File: src/rtl/ll_fifo_pop_arbiter.sv
// Drain stage for the shared linked-list FIFO: round-robin pop arbiter feeding a 2-entry
// valid/ready output buffer. Define LL_ARB_FIXED_PRIO_EN for lowest-index-first arbitration.
module ll_fifo_pop_arbiter #(
   parameter int unsigned WIDTH     = 8,
   parameter int unsigned NUM_FIFOS = 2,
   parameter int unsigned SEL_WIDTH = $clog2(NUM_FIFOS)
) (
   input  logic                 clk,
   input  logic                 rst,
   input  logic [NUM_FIFOS-1:0] empty,
   input  logic [WIDTH-1:0]     data_out,
   output logic                 pop,
   output logic [SEL_WIDTH-1:0] pop_sel,
   output logic                 out_valid,
   input  logic                 out_ready,
   output logic [WIDTH-1:0]     out_data,
   output logic [SEL_WIDTH-1:0] out_sel
);

   logic [1:0]           count_q, count_d;
   logic                 rd_ptr_q, rd_ptr_d;
   logic                 wr_ptr_q, wr_ptr_d;
   logic [SEL_WIDTH-1:0] sel_mem_q [2];
   logic [WIDTH-1:0]     data_mem_q [2];
   logic [SEL_WIDTH-1:0] rr_q;
   logic [SEL_WIDTH-1:0] grant;
   logic [SEL_WIDTH-1:0] grant_hi, grant_lo;
   logic                 found_hi, found_lo;
   logic                 deq;

   // Cyclic scan from rr_q: first non-empty at or above the pointer, else the lowest below it.
   always_comb begin
      grant_hi = '0;
      grant_lo = '0;
      found_hi = 1'b0;
      found_lo = 1'b0;
      for (int i = 0; i < int'(NUM_FIFOS); i++) begin
         if (!empty[i]) begin
            if (SEL_WIDTH'(i) >= rr_q) begin
               if (!found_hi) begin
                  grant_hi = SEL_WIDTH'(i);
                  found_hi = 1'b1;
               end
            end else if (!found_lo) begin
               grant_lo = SEL_WIDTH'(i);
               found_lo = 1'b1;
            end
         end
      end
      grant = found_hi ? grant_hi : grant_lo;
   end

   always_comb begin
      pop       = rst & (count_q != 2'd2) & ~(&empty);
      pop_sel   = pop ? grant : '0;
      out_valid = (count_q != 2'd0);
      deq       = out_valid & out_ready;
      out_data  = out_valid ? data_mem_q[rd_ptr_q] : '0;
      out_sel   = out_valid ? sel_mem_q[rd_ptr_q] : '0;
   end

   always_comb begin
      count_d  = count_q;
      rd_ptr_d = rd_ptr_q;
      wr_ptr_d = wr_ptr_q;
      if (pop) wr_ptr_d = ~wr_ptr_q;
      if (deq) rd_ptr_d = ~rd_ptr_q;
      unique case ({pop, deq})
         2'b10:   count_d = count_q + 2'd1;
         2'b01:   count_d = count_q - 2'd1;
         default: count_d = count_q;
      endcase
   end

   always_ff @(posedge clk or negedge rst) begin
      if (!rst) begin
         count_q    <= 2'd0;
         rd_ptr_q   <= 1'b0;
         wr_ptr_q   <= 1'b0;
         sel_mem_q  <= '{default: '0};
         data_mem_q <= '{default: '0};
      end else begin
         count_q  <= count_d;
         rd_ptr_q <= rd_ptr_d;
         wr_ptr_q <= wr_ptr_d;
         if (pop) begin
            sel_mem_q[wr_ptr_q]  <= grant;
            data_mem_q[wr_ptr_q] <= data_out;
         end
      end
   end

`ifdef LL_ARB_FIXED_PRIO_EN
   assign rr_q = '0;
`else
   localparam logic [SEL_WIDTH-1:0] LastSel = SEL_WIDTH'(NUM_FIFOS - 1);

   logic [SEL_WIDTH-1:0] rr_d;

   always_comb begin
      rr_d = rr_q;
      if (pop) rr_d = (grant == LastSel) ? '0 : grant + 1'b1;
   end

   always_ff @(posedge clk or negedge rst) begin
      if (!rst) rr_q <= '0;
      else      rr_q <= rr_d;
   end
`endif

endmodule
File: config.mk
export PLATFORM = sky130hd
export DESIGN_NAME = ll_fifo_pop_arbiter
export DESIGN_NICKNAME = d
export VERILOG_FILES = /design/src/rtl/ll_fifo_pop_arbiter.sv
export SDC_FILE = /design/constraint.sdc
export NUM_CORES = 1
export LEC_CHECK = 0
export ABC_AREA = 1
export CAP_MARGIN = 20
export CORE_AREA = 10 10 105 60
export DETAILED_ROUTE_END_ITERATION = 16
export DIE_AREA = 0 0 115 70
export GPL_TIMING_DRIVEN = 1
export PLACE_DENSITY = 0.44
export SETUP_SLACK_MARGIN = 0.5
export SLEW_MARGIN = 30
export SYNTH_ARGS = -nofsm -noshare
export SYNTH_HDL_FRONTEND = slang
export SYNTH_SLANG_ARGS = --single-unit
File: constraint.sdc
create_clock -name clk -period 3.48 [get_ports clk]
set_input_delay 0.522 -clock clk [delete_from_list [all_inputs] [get_ports clk]]
set_output_delay 0.522 -clock clk [all_outputs]
set_load 0.1 [all_outputs]
# == Word level (Yosys, flattened, before mapping) ==
# Cells that the tools add are included.
# Widths: inputs -> output; s select.
# totals
regBits,23
latchBits,0
ramBits,0
mem_bits_ro,0
in_bits,13
memories,0
# op_classes
n_addsub,3
n_mul,0
div,0
order_cmp,5
eq_ne,3
shifts,0
mux,30
bitwise_logic,8
reduce_logical,4
# ops
operator,count
$mux 8,5
$mux 1,20
$bwmux 16,1
$demux 8 s1,1
$ge 2x2->1 const B,2
$not 1->2,2
$pmux 2 s2,1
$reduce_bool 2->1,2
$and 1x1->1,3
$not 1->1,3
$add 2x1->2 const B,1
$bwmux 2,1
$eq 2x1->1 const B,1
$eq 2x2->1 const B,1
$ge 1x1->1 const A,2
$lt 2x1->1 const B,1
$ne 2x2->1 const B,1
$reduce_and 2->1,1
$sub 2x1->2 const B,1
$add 1x1->1 const B,1
$demux 1 s1,1
$logic_and 1x1->1,1

# == Depth between registers and ports, before layout ==
# Gate-level depths: netlist of run 1.
# logic_depth
depth_word,9
ltp_mapped,8
ltp_nobuf,8

# == Worst setup path after synthesis of run 1 ==
# OpenSTA, ideal clock, no wires.
# synth_path
path_kind,input port to output port
start,in empty[0]
end,out pop_sel
t_arrival_ns,2.872
required_ns,2.958
setup_slack_ns,0.086
cell_stages,3
path_cell_list,nand2_1 nand3_4 nor3_1
# synth_between
elab_chain_len,6
# synth_rtl
element,line_no,rtl
from (decl),10,"input logic [NUM_FIFOS-1:0] empty,"
$mux 1,38,if (!empty[i]) begin
"$mux 1, on equally long branches","44, 40",
$mux 1,39,if (SEL_WIDTH'(i) >= rr_q) begin
$mux 1,38,
$mux 1,50,grant = found_hi ? grant_hi : grant_lo;
$mux 1 (*),55,pop_sel = pop ? grant : '0;
to (decl),13,"output logic [SEL_WIDTH-1:0] pop_sel,"
# Every way passes the cells marked *; elsewhere a longest branch is shown, timed or not.

# == Worst setup path in the final report of run 1 ==
# layout_path
start,reg count_q[0]
end,out out_valid
# layout_between
elab_chain_len,1
# layout_rtl
element,line_no,rtl
from (decl),20,"logic [1:0] count_q, count_d;"
from (signal assigned),83,count_q <= count_d;
$reduce_bool 2->1,56,out_valid = (count_q != 2'd0);
to (decl),14,"output logic out_valid,"
# No other way between the ends.

==> results of run 1 <==
[layer usage]
metal	share of wire (%)	up-vias	GRT usage, %
met5	0	-	0
li1	-	477	-
met3	7.2	2	3.666
met4	0.20	0	0.8197
met2	40	23	10.82
met1	53	418	11.00
[cell type report]
type	instances	area [µm²]
Clock inverter	1	5.005
Sequential cell	23	575.6
Fill cell	506	3177
Multi-Input combinational cell	104	483.0
Inverter	8	30.03
Timing Repair Buffer	26	252.7
Clock buffer	3	41.29
Tap cell	60	75.07
[metrics by stage]
stage	hold slack, ns	area, µm²	setup slack [ns]	utilization, %
final	0.4873	1463	0.8487	31.53
after global routing	0.5128	1463	0.7348	31.53
after CTS	0.4903	1463	0.8261	31.53
after detailed placement	0.4661	1416	1.136	30.53
after global placement	0.4630	1416	1.156	30.53
after floorplan	0.2264	1096	0.7786	-
[layout by cell type, fill, tap and decap left out]
cell             count
a21oi_1              9
buf_12               2
buf_4               11
clkbuf_8             3
clkdlybuf4s50_1     13
clkinv_1             1
clkinv_2             1
dfrtp_1             23
ha_1                 1
inv_1                6
inv_2                1
nand2_1             78
nand2_2              1
nand3_1              1
nand3_4              1
nand4_2              2
nor2_1               4
nor2_4               2
nor3_2               1
o21ai_0              1
xnor2_1              2
xor2_1               1
[final timing paths]
kind                                           start                   endpoint  slack [ns]  cells after the start
max                           count_q[0]$_DFFE_PN0P_                  out_valid        0.85                      4
min                        data_mem_q[5]$_DFFE_PN0P_  data_mem_q[5]$_DFFE_PN0P_        0.49                      2
max reg2reg                   count_q[0]$_DFFE_PN0P_     count_q[1]$_DFFE_PN0P_        1.93                      7
min reg2reg                data_mem_q[5]$_DFFE_PN0P_  data_mem_q[5]$_DFFE_PN0P_        0.49                      2
max in group asynchronous                        rst       rd_ptr_q$_DFFE_PN0P_        2.49                      2
min in group asynchronous                        rst           rr_q$_DFFE_PN0N_        0.73                      2
[kinds of logic (layout without fill, tap and decap cells)]
group / count (synthesis) / in the layout
XOR/XNOR: 3 / 3
buffers and inverters: 10 / 38
adder cells (fa/ha/maj): 1 / 1
flip-flops: 23 / 23
AND/OR/NAND/NOR: 90 / 90
AO/OA/AOI/OAI: 10 / 10
[flip-flops by register name (all words and copies together), names as in the netlist]
signal / flops
wr_ptr_q: 1
rd_ptr_q: 1
sel_mem_q: 2
count_q: 2
data_mem_q: 16
rr_q: 1
[critical path: cells and delay by family (launching register included)]
kind | cells | cell delay, ns
buffers and inverters | 3 | 1.36
DFF | 1 | 0.42
and+or+nand+nor | 1 | 0.06
==> flow_summary_export.csv, run 1 <==
group,metric,value,unit
clocking,cts_sinks,23,
yosys,synth_fp_nets,151,
route,vias,920,
placed_design,dp_cells,221,
clocking,clock_path_buffers,2,
worst_setup_path,endpoint_kind,"output port",
job,cap_viol_max_count,0,
grt,grt_overflow,0,
yosys,synthTopCellsByCount,"78 x nand2_1, 23 x dfrtp_1, 9 x a21oi_1",
yosys,synth_top_cell_area_share,52.75,%
clocking,post_cts_resized,0,
yosys,synth_warnings,0,
timing,tns,0,ns
worst_setup_path,critPathKind,"reg -> out",
yosys,yosys.area_share.simple,35.67,%
die,fp.dieArea,8050,µm²
timing,setup_violations,0,
clocking,clockRootBuffer,"clkbuf_8",
yosys,yosysMostFrequentCell,"nand2_1",
yosys,synth.cell_area,1091,µm²
yosys,yosysSeqAreaShare,52.75,%
yosys,synth_xor_area_share,2.408,%
clocking,h-tree-depth,1,
grt,grt.total_usage,7.838,%
die,die_x,115,µm
worst_setup_path,worst_setup_path_start_kind,"flip-flop",
yosys,syn_avg_cell_area,7.964,µm²
clocking,cts_buffers,3,
worst_setup_path,max_stage_delay,1.12,ns
die,num_io_pins,25,
timing,min_period,2.631,ns
placed_design,place.gp.congestion,0.7374,
yosys,synth_edf_count,0,
worst_setup_path,crit_path_top_delay_cell,"clkdlybuf4s50_1",
die,core-area,4639,µm²
final_layout,nets,180,
clocking,clk_latency,0.27,ns
yosys,ys.flop_type,"dfrtp_1",
yosys,synth_mux_area_share,0,%
grt,grt_pass1_vias,997,
yosys,synth_compound_area_share,4.587,%
worst_setup_path,worst-endpoint-required,2.96,ns
route,routed_wl,2958,µm
route,drt-pass1-iter-count,4,
timing,slew_viol_final,0,
yosys,synth_area_leader_cell,"dfrtp_1",
grt,grt_antenna_before_repair,0,
worst_hold_path,worstHoldPathType,"reg -> reg",
final_layout,fin_cells,225,
timing,fin_crit_sh,75.61,%
yosys,synth_seq_cells,23,
status,status,"finished clean",
yosys,synth_cell_types,18,
timing,fin_skew,0.004540,ns
placed_design,dp_hpwl,2265,µm
die,start_util,23.52,%
grt,grt_pass1_wl,5085,µm
yosys,async_reset_ff_share,100.0,%
final_layout,num_antenna_cells,0,
worst_setup_path,path_cells,"nor2_1 -> buf_4 -> inv_1 -> clkdlybuf4s50_1",
final_layout,drive_gt1_share,15.15,%
worst_setup_path,cp.arrival,2.11,ns
yosys,synth_fa_ha_area_share,1.147,%
timing,hold_viol_final,0,
timing,max_freq,380.0,MHz
timing,relSlewSlack,35.40,%
final_layout,area_growth,34.06,%
yosys,synth.top_cells.by_area,"dfrtp_1 53%, nand2_1 27%, a21oi_1 4.1%, nand4_2 2.3%, inv_1 2.1%",
route,wl_per_cell,13.15,µm
clocking,cts_tree,"done",
die,fp-row-count,18,
timing,max_slew.worst_pin.slew,0.9659,ns
route,ant_nets,0,
route,vias_per_cell,4.089,
yosys,syn_inst,137,
worst_setup_path,critPathMaxFanout,11,
placed_design,port-buffer-count,24,
yosys,synth_top_family_by_area,"simple AND/OR/NAND/NOR gates",
grt,grt_start_max_net_pins,26,
clocking,post_cts_buffers,0,
clocking,cts_hold_buf,0,
route,drt_iter0_drc,47,
timing,grt_setup_unrepaired,"no",
route,drcViolationCount,0,
clocking,clk_pin_slew_worst_paths,0.09,ns
die,fp.dieH,70,µm
Power of run 1 is left out: the tool's default activity adds up to more than one toggle a clock period on the data nets, which glitch-free logic cannot reach.
==> run 2: changes to the inputs <==
--- a/config.mk
+++ b/config.mk
@@ -11,7 +11,7 @@
 export DETAILED_ROUTE_END_ITERATION = 16
 export DIE_AREA = 0 0 115 70
 export GPL_TIMING_DRIVEN = 1
-export PLACE_DENSITY = 0.44
+export PLACE_DENSITY = 0.45
 export SETUP_SLACK_MARGIN = 0.5
 export SLEW_MARGIN = 30
 export SYNTH_ARGS = -nofsm -noshare
==> constraint.sdc (replaced) <==
create_clock -name clk -period 2.3 [get_ports clk]
set_input_delay 0.345 -clock clk [delete_from_list [all_inputs] [get_ports clk]]
set_output_delay 0.345 -clock clk [all_outputs]
set_load 0.1 [all_outputs]
==> flow_summary_export.csv, run 2 (synthesis results as in run 1) <==
group,metric,value,unit
timing,relSlewSlack,78.01,%
die,num_io_pins,25,
timing,fin_crit_sh,75.45,%
worst_setup_path,r2r_slack,0.73,ns
route,drcViolationCount,0,
final_layout,largest_register_ffs,16,
clocking,h-tree-depth,1,
final_layout,drive_gt1_share,24.56,%
status,status,"finished clean",
clocking,clk_pin_slew_worst_paths,0.08,ns
placed_design,place.gp.congestion,0.6869,
grt,grt_antenna_before_repair,0,
timing,fin_skew,0.001529,ns
worst_setup_path,max_stage_delay,0.39,ns
timing,max_freq,576.3,MHz
timing,setup_violations,0,
grt,grt_pass1_vias,1046,
route,drt_iter0_drc,49,
clocking,clk_latency,0.26,ns
worst_setup_path,path_buf_inv,2,
worst_setup_path,cp.arrival,1.39,ns
final_layout,layout_commonest_cell,"nand2_1",
placed_design,dp_hpwl,2307,µm
die,start_util,23.52,%
timing,max_slew.worst_pin.slew,0.3291,ns
route,routed_wl,3028,µm
clocking,clock_path_buffers,2,
clocking,cts_buffers,3,
timing,min_period,1.735,ns
worst_setup_path,critPathMaxFanout,9,
job,cap_viol_max_count,0,
worst_setup_path,critPathKind,"reg -> out",
timing,slew_viol_final,0,
die,core-area,4639,µm²
placed_design,port-buffer-count,24,
worst_setup_path,critPathTopFamily,"buffers and inverters",
worst_setup_path,path_cells,"clkinv_1 -> nand2_1 -> a21oi_2 -> buf_12",
final_layout,area_growth,53.10,%
grt,grt_overflow,0,
route,vias,985,
timing,fin_hold_ws,0.2683,ns
final_layout,nets,186,
route,ant_nets,0,
final_layout,top_register,"data_mem_q",
grt,grt_start_max_net_pins,14,
route,wl_per_cell,13.11,µm
final_layout,num_antenna_cells,0,
die,fp-row-count,18,
worst_setup_path,crit_path_top_delay_cell,"dfrtp_1",
route,drt-pass1-iter-count,4,
timing,hold_viol_final,0,
die,fp.dieArea,8050,µm²
placed_design,placed_cell_area,1602,µm²
worst_setup_path,worst-endpoint-required,1.96,ns
worst_setup_path,worst_setup_path_start_kind,"flip-flop",
timing,grt_setup_unrepaired,"no",
grt,grt.total_usage,7.664,%
timing,tns,0,ns
clocking,clockRootBuffer,"clkbuf_8",
die,die_x,115,µm
final_layout,final_area,1670,µm²
route,vias_per_cell,4.264,
worst_hold_path,worstHoldPathType,"in -> async",
worst_setup_path,endpoint_kind,"output port",
grt,grt_pass1_wl,4995,µm
final_layout,mostFrequentLayoutCells,"77 x nand2_1, 23 x dfrtp_1, 12 x buf_12",
clocking,cts_sinks,23,
clocking,cts_tree,"done",
die,fp.dieH,70,µm
final_layout,reg_top3,"data_mem_q (16), count_q (2), sel_mem_q (2)",
run 2: cell types whose count changed in the layout (fill, tap and decap cells not counted), moves of 2 or more:
cell / previous run / this run
buf_12: 2 / 12
buf_4: 11 / 8
dlygate4sd2_1: 0 / 2
clkdlybuf4s50_1: 13 / 10
a21oi_2: 0 / 9
a21oi_1: 9 / 0
run 2: worst paths after layout:
check	startpoint	endpoint	depth (start not counted)
setup / recovery	rd_ptr_q$_DFFE_PN0P_	out_sel	4
hold / removal	rst	rr_q$_DFFE_PN0N_	2
setup reg to reg	count_q[0]$_DFFE_PN0P_	count_q[1]$_DFFE_PN0P_	8
hold reg to reg	data_mem_q[14]$_DFFE_PN0P_	data_mem_q[14]$_DFFE_PN0P_	2
max in group asynchronous	rst	data_mem_q[14]$_DFFE_PN0P_	2
min in group clk	data_mem_q[14]$_DFFE_PN0P_	data_mem_q[14]$_DFFE_PN0P_	2
run 2: area by class of cell:
type / count / area, µm²
Timing Repair Buffer: 32 / 417.9
Clock buffer: 3 / 41.29
Clock inverter: 1 / 5.005
Multi-Input combinational cell: 104 / 525.5
Tap cell: 60 / 75.07
Inverter: 8 / 30.03
Sequential cell: 23 / 575.6
Fill cell: 493 / 2969
run 2: routing by layer:
layer / track usage, % / share of wire [%]
met1: 9.724 / 48
met2: 11.07 / 42
met3: 4.433 / 8.8
met4: 1.230 / 0.23
met5: 0 / 0
run 2: timing repair:
| action | CTS | global route |
|---|---|---|
| buffers inserted | 2 | 1 |
| endpoints found under the setup margin | 2 | 1 |
| gates resized for setup | 3 | 0 |
| pin swaps | 3 | 1 |
| hold buffers | 0 | 0 |
run 2: worst reg2reg max path: cells and delay by family, from the launching register on:
kind,cells,cell delay [ns]
AND/OR/NAND/NOR,3,0.32
adder cells (fa/ha/maj),1,0.30
buffers and inverters,3,0.31
flip-flops,1,0.41
XOR/XNOR,1,0.13
run 2: stage by stage:
step / worst slack, ns / utilization (%) / std cells
3_5_place_dp: 0.3344 / 34.52 / 224
3_3_place_gp: 0.3752 / 34.52 / 224
2_1_floorplan: 0.3633 / - / 137
5_1_grt: 0.5136 / 36.00 / 231
4_1_cts: 0.5250 / 35.84 / 230
6_report: 0.5647 / 36.00 / 231
Power of run 2 is left out for the same reason.
==> run 3: changes to the inputs <==
==> constraint.sdc (replaced) <==
create_clock -name clk -period 1.5 [get_ports clk]
set_input_delay 0.225 -clock clk [delete_from_list [all_inputs] [get_ports clk]]
set_output_delay 0.225 -clock clk [all_outputs]
set_load 0.1 [all_outputs]
==> flow_summary_export.csv, run 3 (synthesis results as in run 1) <==
group,metric,value,unit
final_layout,nets,208,
timing,hold_viol_final,0,
route,ant_nets,0,
route,routed_wl,3525,µm
final_layout,num_antenna_cells,0,
timing,fin_skew,0.007583,ns
worst_setup_path,crit_top_cell,"buf_12",
grt,grt_pass1_vias,1195,
timing,max_freq,649.1,MHz
worst_setup_path,worst-path-stages,4,
clocking,h-tree-depth,1,
final_layout,reg_top3,"data_mem_q (16), count_q (2), sel_mem_q (2)",
clocking,clock_path_buffers,2,
timing,fin_crit_sh,102.7,%
timing,setup_slack,-0.04062,ns
worst_setup_path,endpoint_kind,"output port",
die,core-area,4639,µm²
route,dr.max_layer_used,"met4",
route,vias_per_cell,4.387,
final_layout,top_register,"data_mem_q",
route,drt_iter0_drc,35,
worst_hold_path,worstHoldPathType,"in -> async",
clocking,clockRootBuffer,"clkbuf_8",
final_layout,largest_register_ffs,16,
grt,grt.total_usage,8.987,%
die,num_io_pins,25,
grt,grt_antenna_before_repair,0,
clocking,clk_pin_slew_worst_paths,0.09,ns
route,drt-pass1-iter-count,4,
worst_setup_path,critPathKind,"reg -> out",
worst_setup_path,critPathTopFamily,"flip-flops",
status,status,"complete, but fails checks",
grt,grt_pass1_wl,5837,µm
clocking,clk_latency,0.27,ns
job,cap_viol_max_count,0,
timing,slew_viol_final,0,
final_layout,area_growth,93.92,%
route,vias,1110,
worst_setup_path,crit_path_top_delay_cell,"dfrtp_2",
die,start_util,23.52,%
grt,grt_start_max_net_pins,21,
worst_setup_path,path_buf_inv,3,
final_layout,mostFrequentLayoutCells,"47 x nand2_1, 27 x nand2_2, 20 x dfrtp_1",
worst_setup_path,cp.arrival,1.32,ns
route,drcViolationCount,0,
final_layout,layout_commonest_cell,"nand2_1",
timing,tns,-0.2458,ns
worst_setup_path,critPathMaxFanout,6,
timing,max_slew.worst_pin.slew,0.2769,ns
timing,setup_violations,11,
route,wl_met2,1571,µm
worst_setup_path,max_stage_delay,0.44,ns
worst_setup_path,worst_setup_path_start_kind,"flip-flop",
worst_setup_path,r2r_cells,8,
placed_design,dp_hpwl,2599,µm
grt,grt_overflow,0,
timing,min_period,1.541,ns
status,failed_checks,"negative setup slack",
die,die_x,115,µm
route,wl_met3,252,µm
timing,grt_setup_unrepaired,"yes",
die,fp.dieArea,8050,µm²
worst_setup_path,path_cells,"nor2_4 -> buf_12 -> clkinvlp_4 -> buf_12",
placed_design,port-buffer-count,24,
route,wl_per_cell,13.93,µm
final_layout,drive_gt1_share,54.40,%
placed_design,place.gp.congestion,0.7468,
worst_setup_path,worst-endpoint-required,1.27,ns
clocking,cts_buffers,3,
clocking,cts_sinks,23,
timing,relSlewSlack,81.47,%
clocking,cts_tree,"done",
die,fp.dieH,70,µm
die,fp-row-count,18,
route,met1_length,1691,µm
==> run 3: cell types whose count changed in the layout (fill, tap and decap cells not counted), sizes merged <==
cell,change
clkdlybuf4s50,+2
dlygate4sd2,-2
inv,-2
clkinvlp,+2
buf,+22
==> run 3: worst paths after layout <==
check                                            to  slack (ns)                startpoint
min                                rr_q$_DFFE_PN0N_        0.33                       rst
max in group asynchronous      rd_ptr_q$_DFFE_PN0P_        0.69                       rst
max                                       out_valid       -0.04    count_q[0]$_DFFE_PN0P_
min reg2reg                sel_mem_q[0]$_DFFE_PN0P_        0.49  sel_mem_q[0]$_DFFE_PN0P_
max reg2reg                  count_q[0]$_DFFE_PN0P_       -0.02    count_q[0]$_DFFE_PN0P_
min in group clk           sel_mem_q[0]$_DFFE_PN0P_        0.49  sel_mem_q[0]$_DFFE_PN0P_
==> run 3: final cells by class <==
class                           instances  area (µm²)
Fill cell                             432        2524
Multi-Input combinational cell        104       725.7
Timing Repair Buffer                   54       646.9
Sequential cell                        23       579.3
Tap cell                               60       75.07
Inverter                                8       42.54
Clock buffer                            3       41.29
Clock inverter                          1       5.005
==> run 3: metrics by stage <==
stage / std cells / cell area [µm²] / worst slack (ns) / util [%] / hold slack [ns]
2_1_floorplan: 137 / 1227 / -0.1629 / - / -0.07059
3_3_place_gp: 239 / 1797 / -0.07447 / 38.73 / 0.4613
3_5_place_dp: 239 / 1797 / -0.1313 / 38.73 / 0.4650
4_1_cts: 251 / 2058 / -0.05886 / 44.36 / 0.3219
5_1_grt: 253 / 2116 / -0.09501 / 45.60 / 0.3234
6_report: 253 / 2116 / -0.04062 / 45.60 / 0.3260
==> run 3: what timing repair did <==
action                                  4_1_cts  5_1_grt
gates resized for setup                      51       13
setup buffers                                 7        2
hold endpoints to repair                      0        0
pin swaps                                     2        5
gates cloned                                  1        0
endpoints found under the setup margin       35       35
hold buffers                                  0        0
==> run 3: metal layers <==
| layer | global-route usage, % | vias to the layer above |
|---|---|---|
| li1 | - | 535 |
| met1 | 11.42 | 548 |
| met2 | 13.93 | 25 |
| met3 | 4.348 | 2 |
| met4 | 0.6831 | 0 |
| met5 | 0 | - |
Power of run 3 is left out for the same reason.
